--- src/rtl/seq_var_shifter.sv ---
`default_nettype none
// ============================================================================
// Module      : seq_var_shifter
// Description : Multi-cycle variable shifter with valid/ready handshakes on
//               both sides. It shifts the working register by at most STEP
//               positions per clock. This keeps the datapath narrow on wide
//               operands.
//               Modes: 0=SLL, 1=SRL, 2=SRA, 3=ROL.
// Ports       : clk, reset (async, active-high)
//               in_valid/in_ready   request handshake (in_ready = IDLE)
//               in_data, in_amt, in_mode  request payload
//               out_valid/out_ready result handshake
//               out_data, out_zero  result and its zero flag
// Revision    : 1.0 - initial release
// ============================================================================
module seq_var_shifter #(
    parameter int WIDTH = 8,
    parameter int AW    = 8,
    parameter int STEP  = 1
) (
    input  logic             clk,
    input  logic             reset,
    input  logic             in_valid,
    output logic             in_ready,
    input  logic [WIDTH-1:0] in_data,
    input  logic [AW-1:0]    in_amt,
    input  logic [1:0]       in_mode,
    output logic             out_valid,
    input  logic             out_ready,
    output logic [WIDTH-1:0] out_data,
    output logic             out_zero
);

    localparam int c_LW = $clog2(WIDTH);
    // The remaining count must be able to hold WIDTH itself (saturated amount).
    localparam int c_RW = c_LW + 1;
    localparam int c_XW = (AW > c_RW) ? AW : c_RW;

    localparam logic [1:0] c_SLL = 2'd0;
    localparam logic [1:0] c_SRL = 2'd1;
    localparam logic [1:0] c_SRA = 2'd2;
    localparam logic [1:0] c_ROL = 2'd3;

    typedef enum logic [1:0] {
        IDLE  = 2'd0,
        SHIFT = 2'd1,
        DONE  = 2'd2
    } state_t;

    state_t            r_state;
    state_t            w_next_state;
    logic [WIDTH-1:0]  r_data;
    logic [c_RW-1:0]   r_rem;
    logic [1:0]        r_mode;
    logic              r_sign;
    logic              r_out_valid;
    logic [WIDTH-1:0]  r_out_data;
    logic              r_out_zero;

    logic [c_XW-1:0]   w_amt_x;
    logic [c_RW-1:0]   w_eff;
    logic [c_RW-1:0]   w_k;
    logic [c_RW-1:0]   w_rem_next;
    logic [WIDTH-1:0]  w_shifted;
    logic [WIDTH-1:0]  w_cand [1:STEP];

    assign in_ready  = (r_state == IDLE);
    assign out_valid = r_out_valid;
    assign out_data  = r_out_data;
    assign out_zero  = r_out_zero;

    // Effective amount: rotate wraps modulo WIDTH, the other modes saturate
    // at WIDTH so that oversized amounts flush the operand completely.
    assign w_amt_x = c_XW'(in_amt);
    always_comb begin
        w_eff = '0;
        if (in_mode == c_ROL) begin
            w_eff = {1'b0, w_amt_x[c_LW-1:0]};
        end else if (w_amt_x >= c_XW'(WIDTH)) begin
            w_eff = c_RW'(WIDTH);
        end else begin
            w_eff = c_RW'(w_amt_x);
        end
    end

    assign w_k        = (r_rem < c_RW'(STEP)) ? r_rem : c_RW'(STEP);
    assign w_rem_next = r_rem - w_k;

    // One fixed-distance candidate per possible step size. The step mux then
    // picks one, so no full WIDTH-wide barrel shifter is built.
    for (genvar j = 1; j <= STEP; j++) begin : g_step
        assign w_cand[j] =
            (r_mode == c_SLL) ? (r_data << j) :
            (r_mode == c_SRL) ? (r_data >> j) :
            (r_mode == c_SRA) ? (({WIDTH{r_sign}} << (WIDTH - j)) | (r_data >> j)) :
                                ((r_data << j) | (r_data >> (WIDTH - j)));
    end

    always_comb begin
        w_shifted = r_data;
        for (int j = 1; j <= STEP; j++) begin
            if (w_k == c_RW'(j)) begin
                w_shifted = w_cand[j];
            end
        end
    end

    always_ff @(posedge clk or posedge reset) begin
        if (reset) begin
            r_state <= IDLE;
        end else begin
            r_state <= w_next_state;
        end
    end

    always_comb begin
        w_next_state = r_state;
        case (r_state)
            IDLE:    if (in_valid) w_next_state = (w_eff == '0) ? DONE : SHIFT;
            SHIFT:   if (w_rem_next == '0) w_next_state = DONE;
            DONE:    if (out_ready) w_next_state = IDLE;
            default: w_next_state = IDLE;
        endcase
    end

    always_ff @(posedge clk or posedge reset) begin
        if (reset) begin
            r_data      <= '0;
            r_rem       <= '0;
            r_mode      <= '0;
            r_sign      <= 1'b0;
            r_out_valid <= 1'b0;
            r_out_data  <= '0;
            r_out_zero  <= 1'b0;
        end else begin
            case (r_state)
                IDLE: begin
                    if (in_valid) begin
                        r_data <= in_data;
                        r_mode <= in_mode;
                        r_sign <= in_data[WIDTH-1];
                        r_rem  <= w_eff;
                        if (w_eff == '0) begin
                            r_out_valid <= 1'b1;
                            r_out_data  <= in_data;
                            r_out_zero  <= (in_data == '0);
                        end
                    end
                end
                SHIFT: begin
                    r_data <= w_shifted;
                    r_rem  <= w_rem_next;
                    if (w_rem_next == '0) begin
                        r_out_valid <= 1'b1;
                        r_out_data  <= w_shifted;
                        r_out_zero  <= (w_shifted == '0);
                    end
                end
                DONE: begin
                    if (out_ready) begin
                        r_out_valid <= 1'b0;
                    end
                end
                default: begin
                    r_out_valid <= 1'b0;
                end
            endcase
        end
    end

endmodule
`default_nettype wire

--- config.mk ---
export PLATFORM = sky130hd
export DESIGN_NAME = seq_var_shifter
export DESIGN_NICKNAME = d
export VERILOG_FILES = /design/src/rtl/seq_var_shifter.sv
export SDC_FILE = /design/constraint.sdc
export NUM_CORES = 1
export LEC_CHECK = 0
export CAP_MARGIN = 20
export CORE_ASPECT_RATIO = 1.4
export CORE_UTILIZATION = 40
export DETAILED_ROUTE_END_ITERATION = 10
export GPL_TIMING_DRIVEN = 0
export PLACE_DENSITY = 0.65
export SLEW_MARGIN = 20
export SYNTH_ARGS = -nofsm -noshare
export SYNTH_HDL_FRONTEND = slang
export SYNTH_SLANG_ARGS = --single-unit
--- constraint.sdc ---
create_clock -name clk -period 2.8 [get_ports clk]
set_input_delay 0.56 -clock clk [delete_from_list [all_inputs] [get_ports clk]]
set_output_delay 0.56 -clock clk [all_outputs]
set_load 0.05 [all_outputs]
* After elaboration in Yosys (flattened, before gate mapping)
Cells that the tools add are included.
Storage, ports and cells: output and inout bits 11, logic and storage cells 64, bits in writable memories 0, memory bits (read-only) 0, bits in latches 0, bits of input ports 22, memories 0, register bits after elaboration 27
Operators by class: order comparisons 2, $mul 0, div/mod/pow operators 0, eq/ne operators 10, shift operators 0, multiplexer cells 29, bitwise logic cells 2, add/sub/neg operators 1, reduce and logical (&&, ||, !) cells 12
Operators by type and width (number):
- 2-to-1 mux 8 bit | 8
- case mux 8 bit (2 select lines) | 2
- zero test 8 bit | 2
- 2-to-1 mux 4 bit | 4
- greater-or-equal comparator 8 x 4 -> 1 bit, second input constant | 1
- zero test 4 bit | 2
- 2-to-1 mux 2 bit | 4
- bitwise OR 8 x 1 -> 8 bit | 1
- bitwise OR 8 x 7 -> 8 bit | 1
- case mux 4 bit (2 select lines) | 1
- AND reduction 4 bit | 2
- 2-to-1 mux 1 bit | 7
- == test 2 bit, second input constant | 3
- != test 2 bit, second input constant | 3
- case mux 2 bit (3 select lines) | 1
- == test 2 x 1 -> 1 bit, second input constant | 2
- == test 4 x 1 -> 1 bit, second input constant | 1
- zero test 2 bit | 2
- < comparator 4 x 1 -> 1 bit, second input constant | 1
- AND reduction 2 bit | 2
- subtractor 4 bit | 1
- case mux 1 bit (3 select lines) | 1
- AND reduction 3 bit | 1
- != test 2 x 1 -> 1 bit, second input constant | 1
- 2 further kinds | 2

* Logic depth before layout (Yosys ltp)
Gate-level depths: netlist of the first run.
depth in word-level cells 8, gate-level depth with buffers 11

* Worst setup path after synthesis of the first run
Ideal clock, no wire load.
kind register -> register, start register r_rem[1], end register r_out_data[0], in the netlist out_data[0], required time 2675 ps, library setup time 125 ps, setup slack 511 ps, arrival 2164 ps, path buffers 1, stages on the path, launching flop included 9, path through dfrtp_1 buf_2 nor3_1 or2_2 ha_1 o32ai_1 nand3_1 a221oi_4 mux2_4
On the way: word-level cells in the longest chain between the ends 6, elaborated cells on any way between the ends 10, those cells by class add/sub (1); order compare (1); eq/ne (2); mux (4); reduce/logical (2)
Ends and longest elaborated chain:
- start: declaration | line 53 | logic [c_RW-1:0] r_rem;
- start signal: assignment | line 142 | r_rem <= w_eff;
- start signal: assignment | line 152 | r_rem <= w_rem_next;
- < comparator 4 x 1 -> 1 bit | line 86 | assign w_k = (r_rem < c_RW'(STEP)) ? r_rem : c_RW'(STEP);
- 2-to-1 mux 4 bit | line 86
- subtractor 4 bit / == test 4 x 1 -> 1 bit (equally long branches) | line 87, 102
- zero test 4 bit / 2-to-1 mux 8 bit (equally long branches) | line 153, 102
- != test 2 bit (no source line) / 2-to-1 mux 8 bit (equally long branches)
- AND reduction 4 bit (no source line) / case mux 8 bit (2 select lines) (equally long branches)
- end signal: assignment | line 145 | r_out_data <= in_data;
- end signal: assignment | line 155 | r_out_data <= w_shifted;
- end: declaration | line 57 | logic [WIDTH-1:0] r_out_data;
Several ways; a longest one is shown, not always the timed one. The select of a mux whose other input is x is not followed. A chain may end at the register's enable or synchronous reset.

* Worst setup path after layout of the first run
start register r_rem[1], end register r_out_data[7], in the netlist out_data[7]
The elaborated chain is that of the path after synthesis.

==> results.ini, run 1 <==
[layout]
area.sequential_um2 = 675.6
layout.nets = 224
most_frequent_cells_in_the_layout = 32 x sky130_fd_sc_hd__clkdlybuf4s50_1, 30 x sky130_fd_sc_hd__nor2_1, 27 x sky130_fd_sc_hd__dfrtp_1, 23 x sky130_fd_sc_hd__a21oi_1, 9 x sky130_fd_sc_hd__mux2_2
syn2layout_area_growth_pct = 26.94
layout_commonest_cell = sky130_fd_sc_hd__clkdlybuf4s50_1
post_route_cells_drive_above_1_share_pct = 15.00
multi_input_area_um2 = 834.6
fillers = 361
final_util_pct = 53.58
antenna-diode-count = 0

[power_and_ir_drop]
power.leakage_nw = 0.8133
irDropWorstVdd_mv = 0.7191
power.density_nw_per_um2 = 1447

[place]
place_congestion = 0.7861
io_buffer_count = 32
dpl.hpwl_um = 2900

[floorplan]
placementRows = 26
core_area_um2 = 3709
top_level_ports = 33
die_h_um = 76.02
die-area_um2 = 4171
initial_utilization_pct = 42.21
die-width_um = 54.87

[drt]
detailedRoute.firstPassIterationCount = 4
antenna_violating_nets_post_route = 0
wl_per_cell_um = 16.19
detail_route.wirelength_um = 3919
route.detailed.vias_per_inst = 5.872
detailedRoute.firstIterationViolations = 27
drc = 0
num_vias = 1421

[timing]
finalHoldViolations = 0
unrepaired_setup_endpoints_after_global_routing = no
fin_worst_skew_ns = 0.003963
post-route-min-period_ns = 2.573
total_negative_setup_slacks_ns = 0
fmax_ghz = 0.3886
max_slew.worst_pin.slew_ns = 0.5902
layout_worst_path_cycle_share_pct = 91.90
worst_hold_slack_after_final_layout_ns = 0.5170
slew-limit-headroom_pct = 60.62
max_transition_viols_final = 0
finalSetupViolCount = 0

[synthesis]
netlist-cell-type-count = 38
synth-edff-count = 0
synthesis.instances = 164
count_of_warnings_emitted_by_yosys = 0
syn_nets = 187
postSynth.asyncResetShare_pct = 100.0
synthesis.area_um2 = 1565
ys_dominant_reg_cell = sky130_fd_sc_hd__dfrtp_1
post_synth.cell_area_avg_um2 = 9.544
synth_sequential_area_ratio_pct = 43.17
synth_seq_cells = 27

[clocking]
clkSinkCount = 27
cts-root-to-sink-buffers = 2
resize_count_post_cts = 0
cts_max_level = 1
clockRootBuffer = sky130_fd_sc_hd__clkbuf_8
path_clk_slew_ns = 0.10
clk-insertion-delay-late_ns = 0.28
tritoncts.num_buffers = 3
cts_hold_repair.buffers = 0
post_cts_buffers = 0
cts_tree = yes

[global_route]
first_global_vias = 1432
first_pass_grt_wire_length_um = 6306
grt_use_total_pct = 20.30
grt_antenna_before_repair = 0
grt_max_degree = 28
grt_overflow = 0

[worst_setup_path]
end_kind = flip-flop
cp_slowest_stage_delay_ns = 0.52
worst_path_max_delay_cell = sky130_fd_sc_hd__a221oi_4
reg2regPathDepth = 8
worst_ep_required_time_ns = 2.97
critical_path_depth = 8
startpoint_type_of_the_worst_setup_path = flip-flop
crit-reg2reg-launch = r_rem[1]$_DFFE_PP0P_
critical_path_buf_inv_count = 1
reg2reg_to = out_data[7]$_DFFE_PP0P_
worst_r2r_setup_slack_ns = 0.23
crit_type = flip-flop to flip-flop
worst-path-max-fanout = 9
cp_top_family = compound AO/OA/AOI/OAI gates
worstPathArrival_ns = 2.74
path_cells = buf_2 -> nor3_1 -> or2_2 -> ha_1 -> o32ai_1 -> nand3_1 -> a221oi_4 -> mux2_4

[run_status]
run_status = finished clean

[hold_path]
hold_critical_path_endpoint = out_valid$_DFFE_PP0P_
worstHoldPathType = flip-flop to flip-flop
holdPathStages = 1
min-delay-start = out_valid$_DFFE_PP0P_

[run]
cap_viol_max_count = 0

worst max path at each step:
stage | from | slack [ns] | end
2_1_floorplan | r_rem[1]$_DFFE_PP0P_ | 0.51 | out_data[0]$_DFFE_PP0P_
3_3_place_gp | in_amt[7] | 0.03 | out_data[0]$_DFFE_PP0P_
3_5_place_dp | in_amt[7] | 0.006 | out_data[7]$_DFFE_PP0P_
4_1_cts | r_rem[1]$_DFFE_PP0P_ | 0.23 | out_data[7]$_DFFE_PP0P_
5_1_grt | r_rem[1]$_DFFE_PP0P_ | 0.11 | out_data[0]$_DFFE_PP0P_
6_report | r_rem[1]$_DFFE_PP0P_ | 0.23 | out_data[7]$_DFFE_PP0P_
per-layer routing:
metal  global-route usage (%)  up-vias  share of wire [%]
met5                        0        -                  0
met4                    7.436        0                1.4
met3                    2.794        8                4.8
met2                    35.78       60                 53
met1                    23.21      681                 41
li1                         -      672                  -
area by class of cell:
| cell class | instances | area share [%] |
|---|---|---|
| well taps | 42 | 2.645 |
| plain buffers | 8 | 2.015 |
| clock inverters | 1 | 0.3778 |
| repair buffers | 32 | 16.12 |
| inverters | 4 | 0.7557 |
| multi-input cells | 125 | 42.00 |
| clock buffers | 3 | 2.078 |
| flip-flops and latches | 27 | 34.00 |
kinds of logic (layout without fill, tap and decap cells):
family                   after synthesis  count (layout)  share of synthesized area (%)
AND/OR/NAND/NOR                       57              57                          16.79
flip-flops                            27              27                          43.17
buffers and inverters                 12              48                          3.517
XOR/XNOR                               1               1                          1.039
multiplexers                          19              19                          13.51
adder cells (fa/ha/maj)                1               1                         0.7992
AO/OA/AOI/OAI                         47              47                          21.18
cell usage after synthesis (2+ instances only):
| library cell | count | area [um2] |
|---|---|---|
| sky130_fd_sc_hd__a221o_1 | 2 | 20.02 |
| sky130_fd_sc_hd__a21oi_1 | 23 | 115.1 |
| sky130_fd_sc_hd__o32ai_1 | 3 | 26.28 |
| sky130_fd_sc_hd__mux2_4 | 2 | 30.03 |
| sky130_fd_sc_hd__nand2_1 | 7 | 26.28 |
| sky130_fd_sc_hd__nor4_1 | 3 | 18.77 |
| sky130_fd_sc_hd__a31oi_1 | 2 | 12.51 |
| sky130_fd_sc_hd__inv_1 | 4 | 15.01 |
| sky130_fd_sc_hd__buf_2 | 2 | 10.01 |
| sky130_fd_sc_hd__a211oi_1 | 6 | 45.04 |
| sky130_fd_sc_hd__mux2i_1 | 8 | 80.08 |
| sky130_fd_sc_hd__a21o_2 | 2 | 17.52 |
| sky130_fd_sc_hd__nor3_1 | 5 | 25.02 |
| sky130_fd_sc_hd__dfrtp_1 | 27 | 675.7 |
| sky130_fd_sc_hd__mux2_2 | 9 | 101.4 |
| sky130_fd_sc_hd__clkbuf_1 | 5 | 18.77 |
| sky130_fd_sc_hd__o21ai_0 | 2 | 10.01 |
| sky130_fd_sc_hd__nor2_1 | 30 | 112.6 |
| sky130_fd_sc_hd__nand3_1 | 3 | 15.01 |
power by group:
part | internal, mW | switching, mW | leakage (nW)
Sequential | 0.598 | 0.226 | 0.314
Clock | 0.101 | 0.132 | 0.0217
Combinational | 0.742 | 1.07 | 0.478
state kept, by name (all words and copies together), names as in the netlist:
register	cells
out_data	8
r_data	8
r_rem	4
r_mode	2
r_state	2
out_valid	1
out_zero	1
r_sign	1
stage by stage:
stage          power [mW]  instance area, um2  instances  setup slack [ns]
3_5_place_dp        2.621                1938        238          0.005527
5_1_grt             3.061                1987        242            0.1068
6_report            2.874                1987        242            0.2267
2_1_floorplan       2.134                1565        164            0.5110
4_1_cts             2.868                1987        242            0.2265
3_3_place_gp        2.568                1938        238           0.03219
Note: power is estimated with default switching activity, not from simulation.
==> run 2, diff against run 1 <==
CORE_MARGIN = 5   (was not set)
==> results.ini, run 2 (same netlist as run 1, synthesis figures left out) <==
[power_and_ir_drop]
power.leakage_nw = 0.8133  ; unchanged
p_sw_share_pct = 49.57  ; was 49.84%
power.density_nw_per_um2 = 1438  ; was 1447 nW/um2
internal-power_mw = 1.442  ; about the same
clockPowerShare_pct = 8.2  ; was 8.1%
irDropWorstVdd_mv = 0.7600  ; was 0.7191 mV
power.switching_mw = 1.417  ; was 1.433 mW
power.sequential.fraction_pct = 28.8  ; was 28.7%
proportion_of_power_drawn_by_combinational_gates_pct = 63.0  ; was 63.2%

[clocking]
path_clk_slew_ns = 0.10  ; about the same
post_cts_buffers = 0  ; unchanged
cts_max_level = 1  ; unchanged
clkSinkCount = 27  ; unchanged
cts_tree = yes  ; unchanged
resize_count_post_cts = 0  ; unchanged
tritoncts.num_buffers = 3  ; unchanged
cts_hold_repair.buffers = 0  ; unchanged
cts-root-to-sink-buffers = 2  ; unchanged
clockRootBuffer = sky130_fd_sc_hd__clkbuf_8  ; unchanged
clk-insertion-delay-late_ns = 0.28  ; about the same

[worst_setup_path]
cp_slowest_stage_delay_ns = 0.52  ; about the same
startpoint_type_of_the_worst_setup_path = flip-flop  ; unchanged
worst_ep_required_time_ns = 2.98  ; was 2.97 ns
worst_path_max_delay_cell = sky130_fd_sc_hd__a221oi_4  ; unchanged
worst-path-max-fanout = 9  ; unchanged
path_cells = buf_2 -> nor3_1 -> or2_2 -> ha_1 -> o32ai_1 -> nand3_1 -> a221oi_4 -> mux2_4  ; unchanged
worstPathArrival_ns = 2.71  ; was 2.74 ns
crit_type = flip-flop to flip-flop  ; unchanged
end_kind = flip-flop  ; unchanged

[timing]
finalHoldViolations = 0  ; unchanged
total_negative_setup_slacks_ns = 0  ; unchanged
fin_worst_skew_ns = 0.006249  ; was 0.003963 ns
max_transition_viols_final = 0  ; unchanged
layout_worst_path_cycle_share_pct = 90.39  ; was 91.90%
slew-limit-headroom_pct = 61.55  ; was 60.62%
finalSetupViolCount = 0  ; unchanged
unrepaired_setup_endpoints_after_global_routing = no  ; unchanged
post-route-min-period_ns = 2.531  ; was 2.573 ns
max_slew.worst_pin.slew_ns = 0.5759  ; was 0.5902 ns
fmax_ghz = 0.3951  ; was 0.3886 GHz

[place]
io_buffer_count = 32  ; unchanged
place_congestion = 0.8712  ; was 0.7861
dpl.hpwl_um = 3082  ; was 2900 um
place_area_um2 = 1939  ; was 1938 um2

[layout]
multi_input_area_um2 = 834.6  ; unchanged
stdcell_area_um2 = 1988  ; was 1987 um2
layout.nets = 224  ; unchanged
layout_commonest_cell = sky130_fd_sc_hd__clkdlybuf4s50_1  ; unchanged
fillers = 384  ; was 361
most_frequent_cells_in_the_layout = 32 x sky130_fd_sc_hd__clkdlybuf4s50_1, 30 x sky130_fd_sc_hd__nor2_1, 27 x sky130_fd_sc_hd__dfrtp_1, 23 x sky130_fd_sc_hd__a21oi_1, 9 x sky130_fd_sc_hd__mux2_2  ; unchanged
area.sequential_um2 = 675.6  ; unchanged
antenna-diode-count = 0  ; unchanged
syn2layout_area_growth_pct = 27.02  ; was 26.94%
post_route_cells_drive_above_1_share_pct = 15.00  ; unchanged

[global_route]
first_global_vias = 1471  ; was 1,432
grt_overflow = 0  ; unchanged
grt_use_total_pct = 16.20  ; was 20.30%
grt_max_degree = 28  ; unchanged
grt_antenna_before_repair = 0  ; unchanged
first_pass_grt_wire_length_um = 6920  ; was 6306 um

[floorplan]
die-width_um = 62.87  ; was 54.87 um
die_h_um = 84.02  ; was 76.02 um
placementRows = 27  ; was 26
top_level_ports = 33  ; unchanged
core_area_um2 = 3851  ; was 3709 um2
initial_utilization_pct = 40.64  ; was 42.21%
die-area_um2 = 5282  ; was 4171 um2

[drt]
detailedRoute.firstPassIterationCount = 4  ; unchanged
num_vias = 1429  ; was 1,421
detail_route.wirelength_um = 4002  ; was 3919 um
route.detailed.vias_per_inst = 5.881  ; was 5.872
detailedRoute.firstIterationViolations = 104  ; was 27
drc = 0  ; unchanged
antenna_violating_nets_post_route = 0  ; unchanged
wl_per_cell_um = 16.47  ; was 16.19 um

[run]
cap_viol_max_count = 0  ; unchanged

[hold_path]
worstHoldPathType = flip-flop to flip-flop  ; unchanged

[run_status]
run_status = finished clean  ; unchanged

[run 2: routing by layer]
metal	routed length (um)	share of wire, %	global-route usage, %
met2	2099	52	27.45
met4	153	3.8	8.880
met1	1554	39	18.68
met5	0	0	0
met3	193	4.8	3.235
[run 2: worst max-delay path: cells and delay by family (launching register included)]
kind / cells / cell delay [ns]
muxes: 1 / 0.34
and+or+nand+nor: 3 / 0.54
DFF: 1 / 0.34
buffers and inverters: 1 / 0.19
AOI/OAI and AO/OA: 2 / 0.79
adders and majority gates: 1 / 0.23
[run 2: area by class of cell]
| type | count | share of cell area (%) |
|---|---|---|
| sequential | 27 | 33.98 |
| timing repair buffer | 32 | 16.11 |
| clock inverter | 1 | 0.3776 |
| buffer | 8 | 2.014 |
| multi-input combinational | 125 | 41.98 |
| inverter | 4 | 0.7552 |
| clock buffer | 3 | 2.077 |
| tap | 43 | 2.706 |
[run 2: final timing paths]
check,from,end,cells after the start,slack [ns]
setup / recovery,r_rem[1]$_DFFE_PP0P_,out_data[7]$_DFFE_PP0P_,8,0.27
hold / removal,out_valid$_DFFE_PP0P_,out_valid$_DFFE_PP0P_,1,0.49
setup reg to reg,r_rem[1]$_DFFE_PP0P_,out_data[7]$_DFFE_PP0P_,8,0.27
hold reg to reg,out_valid$_DFFE_PP0P_,out_valid$_DFFE_PP0P_,1,0.49
max in group asynchronous,reset,r_mode[1]$_DFFE_PP0P_,2,1.77
min in group asynchronous,reset,out_data[3]$_DFFE_PP0P_,2,0.64
[run 2: power groups by stage]
stage,clock network (mW),registers (mW),logic [mW]
after global routing,0.258,0.852,1.98
after floorplan,0,1.02,1.11
final,0.234,0.823,1.80
after global placement,0,0.815,1.76
after CTS,0.238,0.820,1.81
after detailed placement,0,0.826,1.80
[run 2: stage by stage]
| step | hold WS, ns | utilization (%) | instances | setup slack (ns) | power (mW) |
|---|---|---|---|---|---|
| 6_report | 0.4947 | 51.62 | 243 | 0.2691 | 2.859 |
| 5_1_grt | 0.5364 | 51.62 | 243 | 0.09530 | 3.094 |
| 4_1_cts | 0.4954 | 51.62 | 243 | 0.2644 | 2.871 |
| 3_5_place_dp | 0.4777 | 50.36 | 239 | 0.01447 | 2.629 |
| 3_3_place_gp | 0.4683 | 50.36 | 239 | 0.03132 | 2.578 |
| 2_1_floorplan | 0.4767 | - | 164 | 0.5110 | 2.134 |
